File: src/rtl/pixel_arb_pkg.sv
// Shared widths, grant-state encoding and index-width helper for pixel_write_arbiter.
package pixel_arb_pkg;

  localparam int unsigned DEF_XW = 8;
  localparam int unsigned DEF_YW = 8;
  localparam int unsigned DEF_CW = 3;
  localparam int unsigned DROP_W = 16;

  typedef enum logic {
    ARB_OPEN,
    ARB_LOCKED
  } arb_state_e;

  // Width of a source index; never below 1 so a 2-source build still has a bit.
  function automatic int unsigned src_w(input int unsigned n);
    int unsigned w;
    w = 1;
    while ((32'd1 << w) < n) w++;
    return w;
  endfunction

endpackage

File: src/rtl/rr_arbiter.sv
// Round-robin one-hot grant starting at ptr; a held lock restricts the grant to lock_src.
module rr_arbiter import pixel_arb_pkg::*; #(
  parameter int unsigned N_SRC = 2,
  parameter int unsigned SW    = src_w(N_SRC)
) (
  input  logic [N_SRC-1:0] req,
  input  logic [SW-1:0]    ptr,
  input  logic             lock,
  input  logic [SW-1:0]    lock_src,
  output logic [N_SRC-1:0] grant
);

  logic          found;
  logic [SW-1:0] idx;
  int unsigned   pos;

  always_comb begin
    grant = '0;
    found = 1'b0;
    idx   = '0;
    pos   = 0;
    if (lock) begin
      grant[lock_src] = req[lock_src];
    end else begin
      for (int unsigned k = 0; k < N_SRC; k++) begin
        pos = 32'(ptr) + k;
        if (pos >= N_SRC) pos = pos - N_SRC;
        idx = SW'(pos);
        if (!found && req[idx]) begin
          grant[idx] = 1'b1;
          found      = 1'b1;
        end
      end
    end
  end

endmodule

File: src/rtl/pixel_write_arbiter.sv
// Merges N_SRC pixel streams into one registered write port with round-robin or frame-lock
// arbitration. Optional coordinate clipping and drop counter: define PIXEL_ARB_CLIP_EN.
module pixel_write_arbiter import pixel_arb_pkg::*; #(
  parameter int unsigned N_SRC      = 2,
  parameter int unsigned XW         = DEF_XW,
  parameter int unsigned YW         = DEF_YW,
  parameter int unsigned CW         = DEF_CW,
  parameter int unsigned LOCK_FRAME = 0,
  parameter int unsigned H_ACTIVE   = 256,
  parameter int unsigned V_ACTIVE   = 256
) (
  input  logic                      clock,
  input  logic                      not_reset,
  input  logic [N_SRC-1:0]          in_valid,
  output logic [N_SRC-1:0]          in_ready,
  input  logic [N_SRC-1:0]          in_last,
  input  logic [N_SRC*XW-1:0]       in_x,
  input  logic [N_SRC*YW-1:0]       in_y,
  input  logic [N_SRC*CW-1:0]       in_r,
  input  logic [N_SRC*CW-1:0]       in_g,
  input  logic [N_SRC*CW-1:0]       in_b,
  output logic                      out_valid,
  input  logic                      out_ready,
  output logic [XW-1:0]             oX,
  output logic [YW-1:0]             oY,
  output logic [CW-1:0]             oR,
  output logic [CW-1:0]             oG,
  output logic [CW-1:0]             oB,
  output logic [src_w(N_SRC)-1:0]   oSrc,
  output logic                      oLast,
  output logic                      frame_done
`ifdef PIXEL_ARB_CLIP_EN
  ,
  output logic [DROP_W-1:0]         drop_count
`endif
);

  localparam int unsigned SW = src_w(N_SRC);

  arb_state_e      state_q;
  logic [SW-1:0]   ptr_q, lock_src_q, ptr_d;
  logic            out_valid_q, last_q, frame_done_q;
  logic [XW-1:0]   x_q;
  logic [YW-1:0]   y_q;
  logic [CW-1:0]   r_q, g_q, b_q;
  logic [SW-1:0]   src_q;

  logic [N_SRC-1:0] grant;
  logic             load, xfer, clip, fwd, sel_last;
  logic [SW-1:0]    sel_idx;
  logic [XW-1:0]    sel_x;
  logic [YW-1:0]    sel_y;
  logic [CW-1:0]    sel_r, sel_g, sel_b;

  rr_arbiter #(
    .N_SRC (N_SRC),
    .SW    (SW)
  ) u_rr_arbiter (
    .req      (in_valid),
    .ptr      (ptr_q),
    .lock     (state_q == ARB_LOCKED),
    .lock_src (lock_src_q),
    .grant    (grant)
  );

  assign load     = ~out_valid_q | out_ready;
  assign in_ready = grant & {N_SRC{load & not_reset}};
  assign xfer     = |in_ready;

  always_comb begin
    sel_idx  = '0;
    sel_x    = '0;
    sel_y    = '0;
    sel_r    = '0;
    sel_g    = '0;
    sel_b    = '0;
    sel_last = 1'b0;
    for (int unsigned k = 0; k < N_SRC; k++) begin
      if (grant[k]) begin
        sel_idx  = SW'(k);
        sel_x    = in_x[k*XW +: XW];
        sel_y    = in_y[k*YW +: YW];
        sel_r    = in_r[k*CW +: CW];
        sel_g    = in_g[k*CW +: CW];
        sel_b    = in_b[k*CW +: CW];
        sel_last = in_last[k];
      end
    end
  end

`ifdef PIXEL_ARB_CLIP_EN
  logic [DROP_W-1:0] drop_q;
  assign clip       = (32'(sel_x) >= H_ACTIVE) || (32'(sel_y) >= V_ACTIVE);
  assign drop_count = drop_q;
`else
  assign clip = 1'b0;
`endif

  assign fwd   = xfer & ~clip;
  assign ptr_d = (sel_idx == SW'(N_SRC - 1)) ? '0 : sel_idx + 1'b1;

  always_ff @(posedge clock) begin
    if (!not_reset) begin
      state_q      <= ARB_OPEN;
      ptr_q        <= '0;
      lock_src_q   <= '0;
      out_valid_q  <= 1'b0;
      x_q          <= '0;
      y_q          <= '0;
      r_q          <= '0;
      g_q          <= '0;
      b_q          <= '0;
      src_q        <= '0;
      last_q       <= 1'b0;
      frame_done_q <= 1'b0;
`ifdef PIXEL_ARB_CLIP_EN
      drop_q       <= '0;
`endif
    end else begin
      frame_done_q <= out_valid_q & out_ready & last_q;
      if (fwd) begin
        out_valid_q <= 1'b1;
        x_q         <= sel_x;
        y_q         <= sel_y;
        r_q         <= sel_r;
        g_q         <= sel_g;
        b_q         <= sel_b;
        src_q       <= sel_idx;
        last_q      <= sel_last;
      end else if (out_valid_q && out_ready) begin
        out_valid_q <= 1'b0;
      end
      // While locked the granted source is lock_src, so sel_idx+1 equals lock_src+1 on release.
      if (xfer) begin
        if (LOCK_FRAME != 0) begin
          if (sel_last) begin
            state_q <= ARB_OPEN;
            ptr_q   <= ptr_d;
          end else begin
            state_q    <= ARB_LOCKED;
            lock_src_q <= sel_idx;
          end
        end else begin
          ptr_q <= ptr_d;
        end
      end
`ifdef PIXEL_ARB_CLIP_EN
      if (xfer && clip && (drop_q != '1)) drop_q <= drop_q + 1'b1;
`endif
    end
  end

  assign out_valid  = out_valid_q;
  assign oX         = x_q;
  assign oY         = y_q;
  assign oR         = r_q;
  assign oG         = g_q;
  assign oB         = b_q;
  assign oSrc       = src_q;
  assign oLast      = last_q;
  assign frame_done = frame_done_q;

endmodule

File: config.mk
export PLATFORM = sky130hd
export DESIGN_NAME = pixel_write_arbiter
export DESIGN_NICKNAME = d
export VERILOG_FILES = /design/src/rtl/pixel_arb_pkg.sv /design/src/rtl/rr_arbiter.sv /design/src/rtl/pixel_write_arbiter.sv
export SDC_FILE = /design/constraint.sdc
export NUM_CORES = 1
export LEC_CHECK = 0
export ABC_AREA = 0
export BUFFER_PORTS_ARGS = -buffer_cell sky130_fd_sc_hd__buf_4
export CORE_ASPECT_RATIO = 0.75
export CORE_MARGIN = 2
export CORE_UTILIZATION = 40
export CTS_CLUSTER_DIAMETER = 200
export DETAILED_ROUTE_END_ITERATION = 6
export PLACE_DENSITY = 0.84
export SYNTH_ARGS = -nofsm -noshare
export SYNTH_HDL_FRONTEND = slang
export SYNTH_SLANG_ARGS = --single-unit
File: constraint.sdc
create_clock -name clock -period 1.4 [get_ports clock]
set_input_delay 0.28 -clock clock [delete_from_list [all_inputs] [get_ports clock]]
set_output_delay 0.28 -clock clock [all_outputs]
set_load 0.01 [all_outputs]
==> results.md <==
- Reg-to-Reg Start: ptr_q$_SDFFE_PN0P_
- Commonest cells after routing, fill and taps aside: buf_4, dfxtp_1, o21ai_1
- Global route overflow: 0
- Htree depth: 2
- FF-to-FF setup slack: roughly 0.090 ns
- Worst hold path class: primary input to register
- CTS clk-pin slew, worst paths: 0.06 ns
- GPL Wtd Cong: 0.730
- FF-to-FF path depth: 6
- Post-synthesis instance total: roughly 140
- LEAKAGE: between 0.9 and 1 nW
- Num rows: 18
- Clock latency on the worst-skew pair: roughly 0.28 ns
- CTS Root Cell: clkbuf_8
- First-pass GRT wire length: slightly above 7000 µm
- Die area: between 4000 and 5000 µm²
- Initial Util: 42.6%
- Top-Level Pins: 88
- Die Wd: roughly 73 µm
- Fmax: 0.714 GHz
- Final period util: 100%
- Worst EP required: approximately 1.1 ns
- Critical path's top delay family: flip-flops
- Worst setup margin: -0.00141 ns
- Crit. Startpoint: ptr_q$_SDFFE_PN0P_
- Final Cell Area: around 2200 µm²
- WHS: 0.259 ns
- CP endpoint: in_ready[1]
- CP max FO: 4
- Initial antenna violation count: 0
- Status: finished with violations
- Slew @ Worst Pin: between 0.3 and 0.4 ns
- Syn-to-layout area delta: 54.9%
- Register area: between 600 and 700 µm²
- Routed len/inst: 16.6 µm
- Register area share after synthesis: 42.3%
- IO Port Bufs: 87
- CTS tree: built
- Violated checks: negative setup slack
- Synth Area per Inst: around 9.9 µm²
- Final setup vio count: 1
- Post-synthesis net count: between 200 and 250
- Setup Crit Path Kind: register to output port
- Hold buffer count at CTS: 0
- Critical path launch point type: register
- DRC violations left: 0
- Skew final: just over 0.005 ns
- CTS max path bufs: 2
- Post-DP Area: 2080 µm²
- Antenna Cells: 0
- Max_cap viols: 0
- Finished Core Util: around 66%
- Count of final max-slew check failures: 0
- RSZ-0062 raised after global routing: true
- Layout cells sized above 1: approximately 50%
- Worst EP arrival: about 1.1 ns
- Clock sink total: 30
- Nets: around 290
- Multi-input gate area: around 700 µm²
- DR vias: ~1500
- Crit. End Element: output port
- Post-DP HPWL: between 3000 and 4000 µm
- Final Hold Fails: 0
- Core area: about 3300 µm²
- Max transition margin: 79.1%
- Peak VDD IR: between 0.6 and 0.7 mV
- Die Ht: between 50 and 60 µm
- DR pass1 iterations: 4
- Vias per inst: between 5 and 6
- Warnings, synthesis: 0
- Post-layout minimum cycle time: roughly 1.4 ns
- Reg-to-Reg End: oY[1]$_SDFFE_PN0P_
- DRT Wirelength: 4510 µm
- Synth Cell Area: approximately 1400 µm²
- Worst path bufs/invs: 1
- Fillcell total: 284
- GRT Util Overall: between 20% and 30%
- Crit-path max cell delay: 0.36 ns
- Slowest CP cell: dfxtp_4
- DRT iter0 DRCs: 63
- Most common cell after layout, fill and taps aside: buf_4
- Final ANT Viol Nets: 0
- Crit-path cells: nand2b_4 -> and4_1 -> buf_6
- Vias in the first global route: approximately 1600
- Largest net degree at the start of global routing: 28
- Power Density: approximately 960 nW/µm²
- Total stage count of the critical path: 3
- Inserted Clock Buffers: 5
- #FFs+latches synth: 30
- Count of cell types in the netlist: 21
## Yosys cell counts
cell | instances | area [µm²]
clkbuf_1 | 4 | 15.0
dfxtp_1 | 30 | 601
nand2b_1 | 2 | 12.5
o211ai_1 | 26 | 195
nand2_1 | 2 | 7.51
and3_1 | 1 | 6.26
and4_1 | 2 | 17.5
nand3_1 | 1 | 5.00
buf_2 | 7 | 35.0
buf_6 | 6 | 67.6
nand3b_4 | 1 | 20.0
a21oi_1 | 1 | 5.00
buf_4 | 2 | 15.0
nor2_1 | 1 | 3.75
o21ai_1 | 27 | 135
a21boi_1 | 1 | 7.51
a31oi_1 | 1 | 6.26
nor2_4 | 1 | 11.3
a32oi_1 | 26 | 228
a21boi_4 | 1 | 18.8
nor2b_1 | 1 | 6.26
## registers in the layout, indices dropped and copies added (netlist names)
name,cells
frame_done,1
oB,3
oG,3
oLast,1
oR,3
oSrc,1
oX,8
oY,8
out_valid,1
ptr_q,1
## kinds of logic (layout without fill, tap and decap cells)
| logic type | Yosys count | after routing | share of synthesized area, % |
|---|---|---|---|
| flip-flops | 30 | 30 | 42.3 |
| AND/OR/NAND/NOR | 12 | 12 | 6.35 |
| AO/OA/AOI/OAI | 83 | 83 | 42.0 |
| buffers and inverters | 19 | 106 | 9.35 |
## worst min path at each step
stage,from,endpoint,slack (ns),depth (start not counted)
floorplan,in_x[0],oX[0]$_SDFFE_PN0P_,0.45,2
global placement,oSrc$_SDFFE_PN0P_,oSrc$_SDFFE_PN0P_,0.45,2
detailed placement,oSrc$_SDFFE_PN0P_,oSrc$_SDFFE_PN0P_,0.46,2
CTS,in_x[0],oX[0]$_SDFFE_PN0P_,0.25,3
global route,in_x[2],oX[2]$_SDFFE_PN0P_,0.28,3
finish,in_y[4],oY[4]$_SDFFE_PN0P_,0.26,3
## metrics by stage
stage / cells / worst slack [ns] / TNS, ns / power [W]
final: 271 / -0.00141 / -0.00141 / 0.00211
after global routing: 271 / -0.0128 / -0.0135 / 0.00220
after CTS: 270 / -0.00470 / -0.00470 / 0.00211
after detailed placement: 262 / 0.150 / 0 / 0.00146
after global placement: 262 / 0.159 / 0 / 0.00145
after floorplan: 144 / 0.0877 / 0 / 0.00120
## metal layers
metal	global-route usage (%)	share of wire (%)
met2	39.6	49
met4	7.14	0.93
met5	0	0
met1	26.6	44
met3	5.07	6.5
## tightest hold or removal path, cell delays in order
cell	delay [ns]
buf_4	0.08
a32oi_1	0.05
o21ai_1	0.10
## what timing repair did
action	4_1_cts	5_1_grt
gates resized for setup	5	2
buffers inserted	1	1
endpoints found under the setup margin	2	2
endpoints found under the hold margin	0	0
## where the power goes
group | total (W) | switching [W] | internal, W
sequential | 0.000953 | 0.0000371 | 0.000916
clock | 0.000646 | 0.000313 | 0.000333
combinational | 0.000510 | 0.000237 | 0.000273
## cell type report
class	count	share of cell area, %
flip-flops and latches	30	27.5
well taps	40	2.28
repair buffers	99	34.7
clock inverters	2	0.455
multi-input cells	95	31.9
clock buffers	5	3.13
(Power assumes the default switching activity.)
